$ cat src/rtl/alu_pkg.sv
// Shared definitions for the 4-bit ALU and the command sequencer that feeds it.
//   - OP_* : 4-bit opcode encoding on the ALU's OP_SEL input.
//   - state_t : sequencer FSM states.
//   - MAX_REP : largest legal repeat count; the REP field is 4 bits wide.
package alu_pkg;

  localparam int MAX_REP = 15;

  localparam logic [3:0] OP_ADD  = 4'b0000;  // A + B, carry out
  localparam logic [3:0] OP_SUB  = 4'b0001;  // A - B, carry = borrow
  localparam logic [3:0] OP_AND  = 4'b0010;
  localparam logic [3:0] OP_OR   = 4'b0011;
  localparam logic [3:0] OP_XOR  = 4'b0100;
  localparam logic [3:0] OP_NOTA = 4'b0101;
  localparam logic [3:0] OP_SHL  = 4'b0110;  // carry = bit shifted out
  localparam logic [3:0] OP_SHR  = 4'b0111;  // carry = bit shifted out
  localparam logic [3:0] OP_INC  = 4'b1000;  // A + 1, carry on wrap
  localparam logic [3:0] OP_DEC  = 4'b1001;  // A - 1, carry = borrow
  localparam logic [3:0] OP_PASA = 4'b1010;
  localparam logic [3:0] OP_PASB = 4'b1011;
  localparam logic [3:0] OP_NAND = 4'b1100;
  localparam logic [3:0] OP_NOR  = 4'b1101;
  localparam logic [3:0] OP_XNOR = 4'b1110;
  localparam logic [3:0] OP_NOP  = 4'b1111;  // illegal as a sequencer command

  typedef enum logic [1:0] {
    IDLE = 2'd0,
    EXEC = 2'd1,
    DONE = 2'd2
  } state_t;

endpackage

$ cat src/rtl/alu_cmd_sequencer.sv
// Command sequencer upstream of ALU_4bit. Accepts one command per handshake,
// drives registered operands/opcode to the ALU, iterates CMD_REP+1 times with
// ALU_Y fed back as operand A, and holds the final result until consumed.
//
// Handshakes (both sides): a transfer happens on a rising edge where VALID and
// READY are both 1. A producer holds VALID and its payload stable until that
// edge; READY may be asserted before VALID. CMD_READY is 1 only in IDLE, and
// RES_VALID is 1 only in DONE.
//
// Ports:
//   CLK, RST                 clock, synchronous active-high reset
//   CMD_VALID/READY          command handshake
//   CMD_OP/A/B/USE_ACC/REP   command payload
//   ALU_A/B/OP               registered drive into the ALU
//   ALU_Y, ALU_CARRY         combinational ALU response
//   RES_VALID/READY          result handshake
//   RES_Y/CARRY/CSTICKY/ZERO/ERR  result payload
//   ACC                      accumulator (last legal result)
//   DBG_STATE                current FSM state
module alu_cmd_sequencer
  import alu_pkg::*;
(
  input  logic       CLK,
  input  logic       RST,
  input  logic       CMD_VALID,
  output logic       CMD_READY,
  input  logic [3:0] CMD_OP,
  input  logic [3:0] CMD_A,
  input  logic [3:0] CMD_B,
  input  logic       CMD_USE_ACC,
  input  logic [3:0] CMD_REP,
  output logic [3:0] ALU_A,
  output logic [3:0] ALU_B,
  output logic [3:0] ALU_OP,
  input  logic [3:0] ALU_Y,
  input  logic       ALU_CARRY,
  output logic       RES_VALID,
  input  logic       RES_READY,
  output logic [3:0] RES_Y,
  output logic       RES_CARRY,
  output logic       RES_CSTICKY,
  output logic       RES_ZERO,
  output logic       RES_ERR,
  output logic [3:0] ACC,
  output state_t     DBG_STATE
);

  state_t     state_q, state_d;
  logic [3:0] alu_a_q, alu_a_d;
  logic [3:0] alu_b_q, alu_b_d;
  logic [3:0] alu_op_q, alu_op_d;
  logic [3:0] cnt_q, cnt_d;
  logic       csticky_q, csticky_d;
  logic [3:0] res_y_q, res_y_d;
  logic       res_carry_q, res_carry_d;
  logic       res_zero_q, res_zero_d;
  logic       res_err_q, res_err_d;
  logic [3:0] acc_q, acc_d;

  always_ff @(posedge CLK) begin
    if (RST) begin
      state_q     <= IDLE;
      alu_a_q     <= 4'h0;
      alu_b_q     <= 4'h0;
      alu_op_q    <= OP_NOP;
      cnt_q       <= 4'h0;
      csticky_q   <= 1'b0;
      res_y_q     <= 4'h0;
      res_carry_q <= 1'b0;
      res_zero_q  <= 1'b0;
      res_err_q   <= 1'b0;
      acc_q       <= 4'h0;
    end else begin
      state_q     <= state_d;
      alu_a_q     <= alu_a_d;
      alu_b_q     <= alu_b_d;
      alu_op_q    <= alu_op_d;
      cnt_q       <= cnt_d;
      csticky_q   <= csticky_d;
      res_y_q     <= res_y_d;
      res_carry_q <= res_carry_d;
      res_zero_q  <= res_zero_d;
      res_err_q   <= res_err_d;
      acc_q       <= acc_d;
    end
  end

  always_comb begin
    state_d     = state_q;
    alu_a_d     = alu_a_q;
    alu_b_d     = alu_b_q;
    alu_op_d    = alu_op_q;
    cnt_d       = cnt_q;
    csticky_d   = csticky_q;
    res_y_d     = res_y_q;
    res_carry_d = res_carry_q;
    res_zero_d  = res_zero_q;
    res_err_d   = res_err_q;
    acc_d       = acc_q;
    case (state_q)
      IDLE: begin
        if (CMD_VALID) begin
          alu_a_d   = CMD_USE_ACC ? acc_q : CMD_A;
          alu_b_d   = CMD_B;
          alu_op_d  = CMD_OP;
          cnt_d     = CMD_REP;
          csticky_d = 1'b0;
          if (CMD_OP == OP_NOP) begin
            // Rejected command: report an error result, leave ACC alone.
            res_y_d     = 4'h0;
            res_carry_d = 1'b0;
            res_zero_d  = 1'b1;
            res_err_d   = 1'b1;
            state_d     = DONE;
          end else begin
            state_d = EXEC;
          end
        end
      end
      EXEC: begin
        csticky_d = csticky_q | ALU_CARRY;
        if (cnt_q == 4'h0) begin
          res_y_d     = ALU_Y;
          res_carry_d = ALU_CARRY;
          res_zero_d  = (ALU_Y == 4'h0);
          res_err_d   = 1'b0;
          acc_d       = ALU_Y;
          state_d     = DONE;
        end else begin
          // Feed the result back; B and OP stay fixed for the whole command.
          alu_a_d = ALU_Y;
          cnt_d   = cnt_q - 4'd1;
        end
      end
      DONE: begin
        if (RES_READY) state_d = IDLE;
      end
      default: state_d = IDLE;
    endcase
  end

  assign CMD_READY   = (state_q == IDLE);
  assign RES_VALID   = (state_q == DONE);
  assign ALU_A       = alu_a_q;
  assign ALU_B       = alu_b_q;
  assign ALU_OP      = alu_op_q;
  assign RES_Y       = res_y_q;
  assign RES_CARRY   = res_carry_q;
  assign RES_CSTICKY = csticky_q;
  assign RES_ZERO    = res_zero_q;
  assign RES_ERR     = res_err_q;
  assign ACC         = acc_q;
  assign DBG_STATE   = state_q;

endmodule

$ cat config.mk
export PLATFORM = sky130hd
export DESIGN_NAME = alu_cmd_sequencer
export DESIGN_NICKNAME = d
export VERILOG_FILES = /design/src/rtl/alu_pkg.sv /design/src/rtl/alu_cmd_sequencer.sv
export SDC_FILE = /design/constraint.sdc
export NUM_CORES = 1
export LEC_CHECK = 0
export CAP_MARGIN = 20
export CORE_ASPECT_RATIO = 0.9
export CORE_MARGIN = 2
export CORE_UTILIZATION = 45
export CTS_CLUSTER_SIZE = 28
export DETAILED_ROUTE_END_ITERATION = 16
export GPL_TIMING_DRIVEN = 1
export PLACE_DENSITY = 0.86
export SLEW_MARGIN = 10
export SYNTH_ARGS = -nofsm -noshare
export SYNTH_HDL_FRONTEND = slang
export SYNTH_SLANG_ARGS = --single-unit
$ cat constraint.sdc
create_clock -name CLK -period 2.4 [get_ports CLK]
set_clock_uncertainty 0.1 [all_clocks]
set_input_delay 0.36 -clock CLK [delete_from_list [all_inputs] [get_ports CLK]]
set_output_delay 0.36 -clock CLK [all_outputs]
set_load 0.05 [all_outputs]
==> results.tsv, run 1 <==
metric	value	unit
FF+latch count, synth	30	
Tot GR Track Use	0.218	
Ant. Diodes	0	
via count	1308	
complex-gate fraction of the synthesized area	0.196	
Worst setup startpoint	DBG_STATE[0]$_SDFFE_PP0P_	
status	completed	
Final WS setup	171	ps
worst r2r dst	cnt_q[1]$_SDFFE_PP0P_	
Final Hold Viols	0	
GR Overflow Total	0	
reg2reg setup slack	580	ps
worst-path fanout max	11	
DRC	0	
Gate Count Post-Synth	154	
Mapped Avg Cell Area	8.63	um^2
area grow syn2layout	46.0	%
final wirelength	3.45	mm
wire per inst	13.9	um
placed cell area	1870	um^2
Die W	61.3	um
initial antenna violation count	0	
# clock sinks	30	
Fmax achieved	449	MHz
post-synthesis cell area	1330	um^2
Critical R2R Launch	cnt_q[0]$_SDFFE_PP0P_	
Final setup viols	0	
cts bufs inserted	5	
Reg2Reg Depth	6	
P_leak	0.774	nW
core area	2770	um^2
Max Root-Sink Buffers	2	
max-slew violations	0	
NumNets Final	235	
Seq/Total Area, Yosys	0.452	
1st-iter DRT viols	61	
Min-Delay Path Class	reg -> reg	
die footprint	3400	um^2
Yosys cell types	35	
initial cell density of the core	0.480	
worst path arrival time	1770	ps
WP depth	1	
Place WS	465	ps
RSZ-0062 raised after global routing	false	
share of layout cells above drive strength 1	0.0766	
DIE HEIGHT	55.6	um
Post-Syn Nets	181	
CTS H-Tree Depth	2	
Largest delay share family, worst path	buffers and inverters	
Worst-path clk slew	100	ps
CTS tree	yes	
worst hold margin	364	ps
post-layout min period	2230	ps
Synth Area in Simple Gates	0.241	
DP HPWL	2.59	mm
port bufs	53	
CP Class	reg -> out	
ordered cell list for the critical path	clkdlybuf4s50_1	
vias in the first global route	1241	
Routed Antenna Nets	0	
Tightest Pin Transition	535	ps
fillcell total	234	
Maximum Capacitance Violations	0	
Worst path max stage delay	890	ps
crit start category	flip-flop	
Worst slew margin	0.642	
yosys warns	0	
pin count of the biggest net entering global routing	31	
Critical Path Sink Type	output port	
post-DR vias/cell	5.25	
gp weighted congestion	0.794	
mux cell area share after synthesis	0.0452	
io pins	54	
adder-cell area share of the yosys netlist	0.00942	
Sum Neg Setup Slack	0	ps
fin area	1940	um^2
XOR/XNOR Fraction of Synth Area	0.00659	
# rows	18	
clk_lat worst skew	330	ps
largest family of logic cells by synthesized area	simple AND/OR/NAND/NOR gates	
first-pass iteration count of the detailed router	5	
first-pass GRT wire length	5.59	mm
Final period util	0.929	
PD cells	758	nW/um^2
CP Capture Point	DBG_STATE[0]	
maximum vdd ir drop	545	uV
number of buffers and inverters on the critical path	1	
slowest CP cell	clkdlybuf4s50_1	
CTS root buf	clkbuf_4	
WP data required	1940	ps
metrics by stage:
step / util / instances / total power [W]
5_1_grt: 0.700 / 249 / 0.00154
4_1_cts: 0.699 / 249 / 0.00148
6_report: 0.700 / 249 / 0.00147
3_3_place_gp: 0.676 / 241 / 0.00114
3_5_place_dp: 0.676 / 241 / 0.00115
2_1_floorplan: - / 154 / 0.000983
worst min-delay path, stage by stage, from the launching register on:
cell and delay (ps):
dfxtp_1 320, nand2_1 50, a21oi_1 50
layout by cell type (no fill, tap or decap), types with 2 or more instances in the layout:
| cell | n |
|---|---|
| clkdlybuf4s50_1 | 52 |
| nand2_1 | 40 |
| dfxtp_1 | 30 |
| a21oi_1 | 23 |
| nor2_1 | 7 |
| mux2i_1 | 6 |
| o211ai_1 | 5 |
| nand3b_1 | 5 |
| clkbuf_4 | 5 |
| buf_4 | 3 |
| inv_1 | 2 |
| nor2b_1 | 2 |
| nand2b_1 | 2 |
| o21ai_0 | 2 |
| nor3_1 | 2 |
timing repair:
item / CTS / global route
endpoints found under the setup margin: 0 / 1
setup buffers: 0 / 0
resized for setup: 0 / 1
hold buffers: 0 / 0
layout make-up:
type | instances | area, um^2 | area share
clock inverter | 2 | 12.5 | 0.00645
clock buffer | 6 | 51.3 | 0.0265
multi-input combinational | 113 | 662 | 0.341
inverter | 2 | 7.51 | 0.00387
timing repair buffer | 56 | 556 | 0.286
tap | 40 | 50.0 | 0.0258
sequential | 30 | 601 | 0.310
power by group:
part	internal, W	leakage (nW)	switching [W]	total, W
Combinational	0.000216	0.494	0.000332	0.000548
Sequential	0.000550	0.246	0.0000443	0.000594
Clock	0.000141	0.0343	0.000187	0.000328
worst min path at each step:
stage,startpoint,to,slack [ps],depth (start not counted)
3_5_place_dp,ALU_B[3]$_SDFFE_PP0P_,ALU_B[3]$_SDFFE_PP0P_,350,2
3_3_place_gp,RES_CARRY$_SDFFE_PP0P_,RES_CARRY$_SDFFE_PP0P_,340,2
6_report,RES_Y[0]$_SDFFE_PP0P_,RES_Y[0]$_SDFFE_PP0P_,360,2
2_1_floorplan,cnt_q[0]$_SDFFE_PP0P_,cnt_q[0]$_SDFFE_PP0P_,360,2
4_1_cts,ALU_B[3]$_SDFFE_PP0P_,ALU_B[3]$_SDFFE_PP0P_,370,2
5_1_grt,ALU_B[3]$_SDFFE_PP0P_,ALU_B[3]$_SDFFE_PP0P_,380,2
state kept, by name, indices dropped and copies added, names as in the netlist:
name and flops:
RES_ZERO 1, ALU_OP 4, RES_Y 4, ACC 4, RES_ERR 1, DBG_STATE 2
cnt_q 4, RES_CSTICKY 1, ALU_A 4, ALU_B 4, RES_CARRY 1
logic make-up (layout without fill, tap and decap cells):
logic type	count (synthesis)	after routing
AND/OR/NAND/NOR	65	65
AO/OA/AOI/OAI	40	40
flip-flops	30	30
buffers and inverters	11	66
multiplexers	6	6
adder cells (fa/ha/maj)	1	1
XOR/XNOR	1	1
metal layers:
metal,share of wire,GRT usage,vias up
met3,0.11,0.117,0
li1,-,-,643
met4,0,0.0466,0
met1,0.39,0.251,608
met2,0.50,0.353,57
met5,0,0,-
Yosys cell counts:
| cell type | count | area (um^2) |
|---|---|---|
| nor3_1 | 2 | 10.0 |
| nor2_1 | 7 | 26.3 |
| a21oi_1 | 23 | 115 |
| and4_1 | 1 | 8.76 |
| and2_1 | 1 | 6.26 |
| nor2_2 | 1 | 6.26 |
| mux2i_1 | 6 | 60.1 |
| inv_1 | 2 | 7.51 |
| buf_6 | 3 | 33.8 |
| a21o_1 | 1 | 7.51 |
| nand2_1 | 40 | 150 |
| nand2b_1 | 2 | 12.5 |
| nor2b_1 | 2 | 12.5 |
| o21a_1 | 1 | 7.51 |
| o41ai_1 | 1 | 8.76 |
| ha_1 | 1 | 12.5 |
| a22oi_4 | 1 | 21.3 |
| nand3b_1 | 5 | 37.5 |
| a2bb2oi_1 | 1 | 8.76 |
| a211o_1 | 1 | 8.76 |
| nor3b_4 | 1 | 18.8 |
| a22oi_1 | 1 | 7.51 |
| dfxtp_1 | 30 | 601 |
| clkbuf_1 | 3 | 11.3 |
| or3b_1 | 1 | 8.76 |
| o21bai_1 | 1 | 7.51 |
| buf_2 | 2 | 10.0 |
| nor4bb_1 | 1 | 10.0 |
| a211oi_2 | 1 | 12.5 |
| o21ai_0 | 2 | 10.0 |
| nor3b_2 | 1 | 12.5 |
| o211ai_1 | 5 | 37.5 |
| buf_1 | 1 | 3.75 |
| a211oi_1 | 1 | 7.51 |
| xnor2_1 | 1 | 8.76 |
No activity file was read; power rests on OpenSTA's default activity.
==> run 2, diff against run 1 <==
Settings changed: CAP_MARGIN 20 to 15, CORE_MARGIN 2 to default.
==> run 2 against run 1 <==
Critical path type unchanged. Worst setup slack got worse by 69 ps. Largest power group unchanged. Sequential power is essentially flat. Register-to-register slack improved by 40 ps. Non-clock buffer count unchanged. Largest cell class unchanged.
==> results.tsv, run 2 (synthesis gave the netlist of run 1 again) <==
metric	value	unit	change
status	completed		
post-layout min period	2300	ps	+68.6 ps
P_leak	0.753	nW	-2.8%
port bufs	53		unchanged
wire per inst	12.9	um	-7.2%
worst path arrival time	1840	ps	+70 ps
CP Class	reg -> out		
met2 wire len	1.52	mm	-12%
Maximum Capacitance Violations	0		unchanged
area grow syn2layout	44.8	%	
RSZ-0062 raised after global routing	false		
Worst-path clk slew	80	ps	-20 ps
Critical Path Sink Type	output port		
core area	2770	um^2	unchanged
cts bufs inserted	5		unchanged
# rows	18		unchanged
Hold Buf Count CTS	0		unchanged
first-pass iteration count of the detailed router	4		-1
CTS H-Tree Depth	2		unchanged
gp weighted congestion	0.749		-5.7%
die footprint	3170	um^2	-6.7%
post-CTS resize count	0		unchanged
Final period util	0.957		+0.0286
uppermost layer routed	met4		
Final WS setup	103	ps	-68.6 ps
WL met1	1.37	mm	+1.5%
Worst slew margin	0.650		+0.00804
CTS root buf	clkbuf_4		
DRC	0		unchanged
Min-Delay Path Class	reg -> reg		
Tightest Pin Transition	523	ps	-12.0 ps
hold path start	RES_CARRY$_SDFFE_PP0P_		
clk_lat worst skew	320	ps	about the same
Fmax achieved	435	MHz	-3.0%
Setup Buffers After CTS	0		unchanged
# clock sinks	30		unchanged
Tot GR Track Use	0.221		+0.00240
worst-path fanout max	9		-2
Sum Neg Setup Slack	0	ps	unchanged
WP data required	1940	ps	about the same
NumNets Final	235		unchanged
final wirelength	3.18	mm	-8.0%
initial antenna violation count	0		unchanged
Place WS	450	ps	-14.6 ps
via count	1269		-3.0%
PD cells	741	nW/um^2	-2.2%
met3 wire len	254	um	-32%
maximum vdd ir drop	501	uV	-8.0%
initial cell density of the core	0.480		unchanged
crit start category	flip-flop		
DP HPWL	2.43	mm	-6.1%
1st-iter DRT viols	64		+4.9%
post-DR vias/cell	5.14		-2.2%
Ant. Diodes	0		unchanged
most common cell after layout, fill and taps aside	clkdlybuf4s50_1		
Max Root-Sink Buffers	2		unchanged
fillcell total	238		+1.7%
placed cell area	1870	um^2	unchanged
Final Util	0.695		-0.00542
DIE HEIGHT	53.6	um	-3.6%
max-slew violations	0		unchanged
Die W	59.3	um	-3.3%
io pins	54		unchanged
CTS tree	yes		
GR Overflow Total	0		unchanged
Worst setup startpoint	DBG_STATE[1]$_SDFFE_PP0P_		
share of layout cells above drive strength 1	0.0676		-0.00892
Final Hold Viols	0		unchanged
Final setup viols	0		unchanged
first-pass GRT wire length	5.09	mm	-8.9%
Routed Antenna Nets	0		unchanged
vias in the first global route	1150		-7.3%
fin area	1920	um^2	-0.77%
pin count of the biggest net entering global routing	31		unchanged
most frequent cells in the layout	clkdlybuf4s50_1, nand2_1, dfxtp_1		
Critical R2R Launch	cnt_q[1]$_SDFFE_PP0P_		
run 2: cell count changes in the layout (fill, tap and decap cells not counted), sizes merged:
| cell | change |
|---|---|
| dlymetal6s2s | -1 |
| clkinvlp | -1 |
| clkdlybuf4s50 | +1 |
| clkinv | -1 |
run 2: layout make-up:
type / instances / area [um^2] / area share
inverters: 2 / 7.51 / 0.00390
repair buffers: 56 / 553 / 0.287
multi-input cells: 113 / 662 / 0.344
well taps: 40 / 50.0 / 0.0260
clock buffers: 6 / 51.3 / 0.0267
flip-flops and latches: 30 / 601 / 0.312
run 2: through the flow:
step / hold slack [ps] / power [W] / cells
floorplan: 364 / 0.000983 / 154
global placement: 340 / 0.00113 / 241
detailed placement: 351 / 0.00115 / 241
CTS: 361 / 0.00144 / 247
global route: 384 / 0.00150 / 247
finish: 360 / 0.00143 / 247
run 2: path summary, 6_finish.rpt:
path	end	slack (ps)	cells after the start
setup / recovery	RES_VALID	100	2
hold / removal	RES_CARRY$_SDFFE_PP0P_	360	2
setup reg to reg	cnt_q[1]$_SDFFE_PP0P_	620	6
hold reg to reg	RES_CARRY$_SDFFE_PP0P_	360	2
run 2: worst max-delay path, stage by stage (launching register included):
cell             delay, ps
dfxtp_1                480
nor2b_1                220
clkdlybuf4s50_1        820
run 2: power by group:
group / internal (W) / total, W / leakage [nW] / switching [W]
Sequential: 0.000550 / 0.000593 / 0.246 / 0.0000433
Combinational: 0.000216 / 0.000544 / 0.477 / 0.000328
Clock: 0.000132 / 0.000290 / 0.0302 / 0.000158
run 2: per-layer routing:
metal / track usage / vias to the layer above
li1: - / 636
met1: 0.259 / 583
met2: 0.363 / 45
met3: 0.0841 / 5
met4: 0.0913 / 0
met5: 0 / -
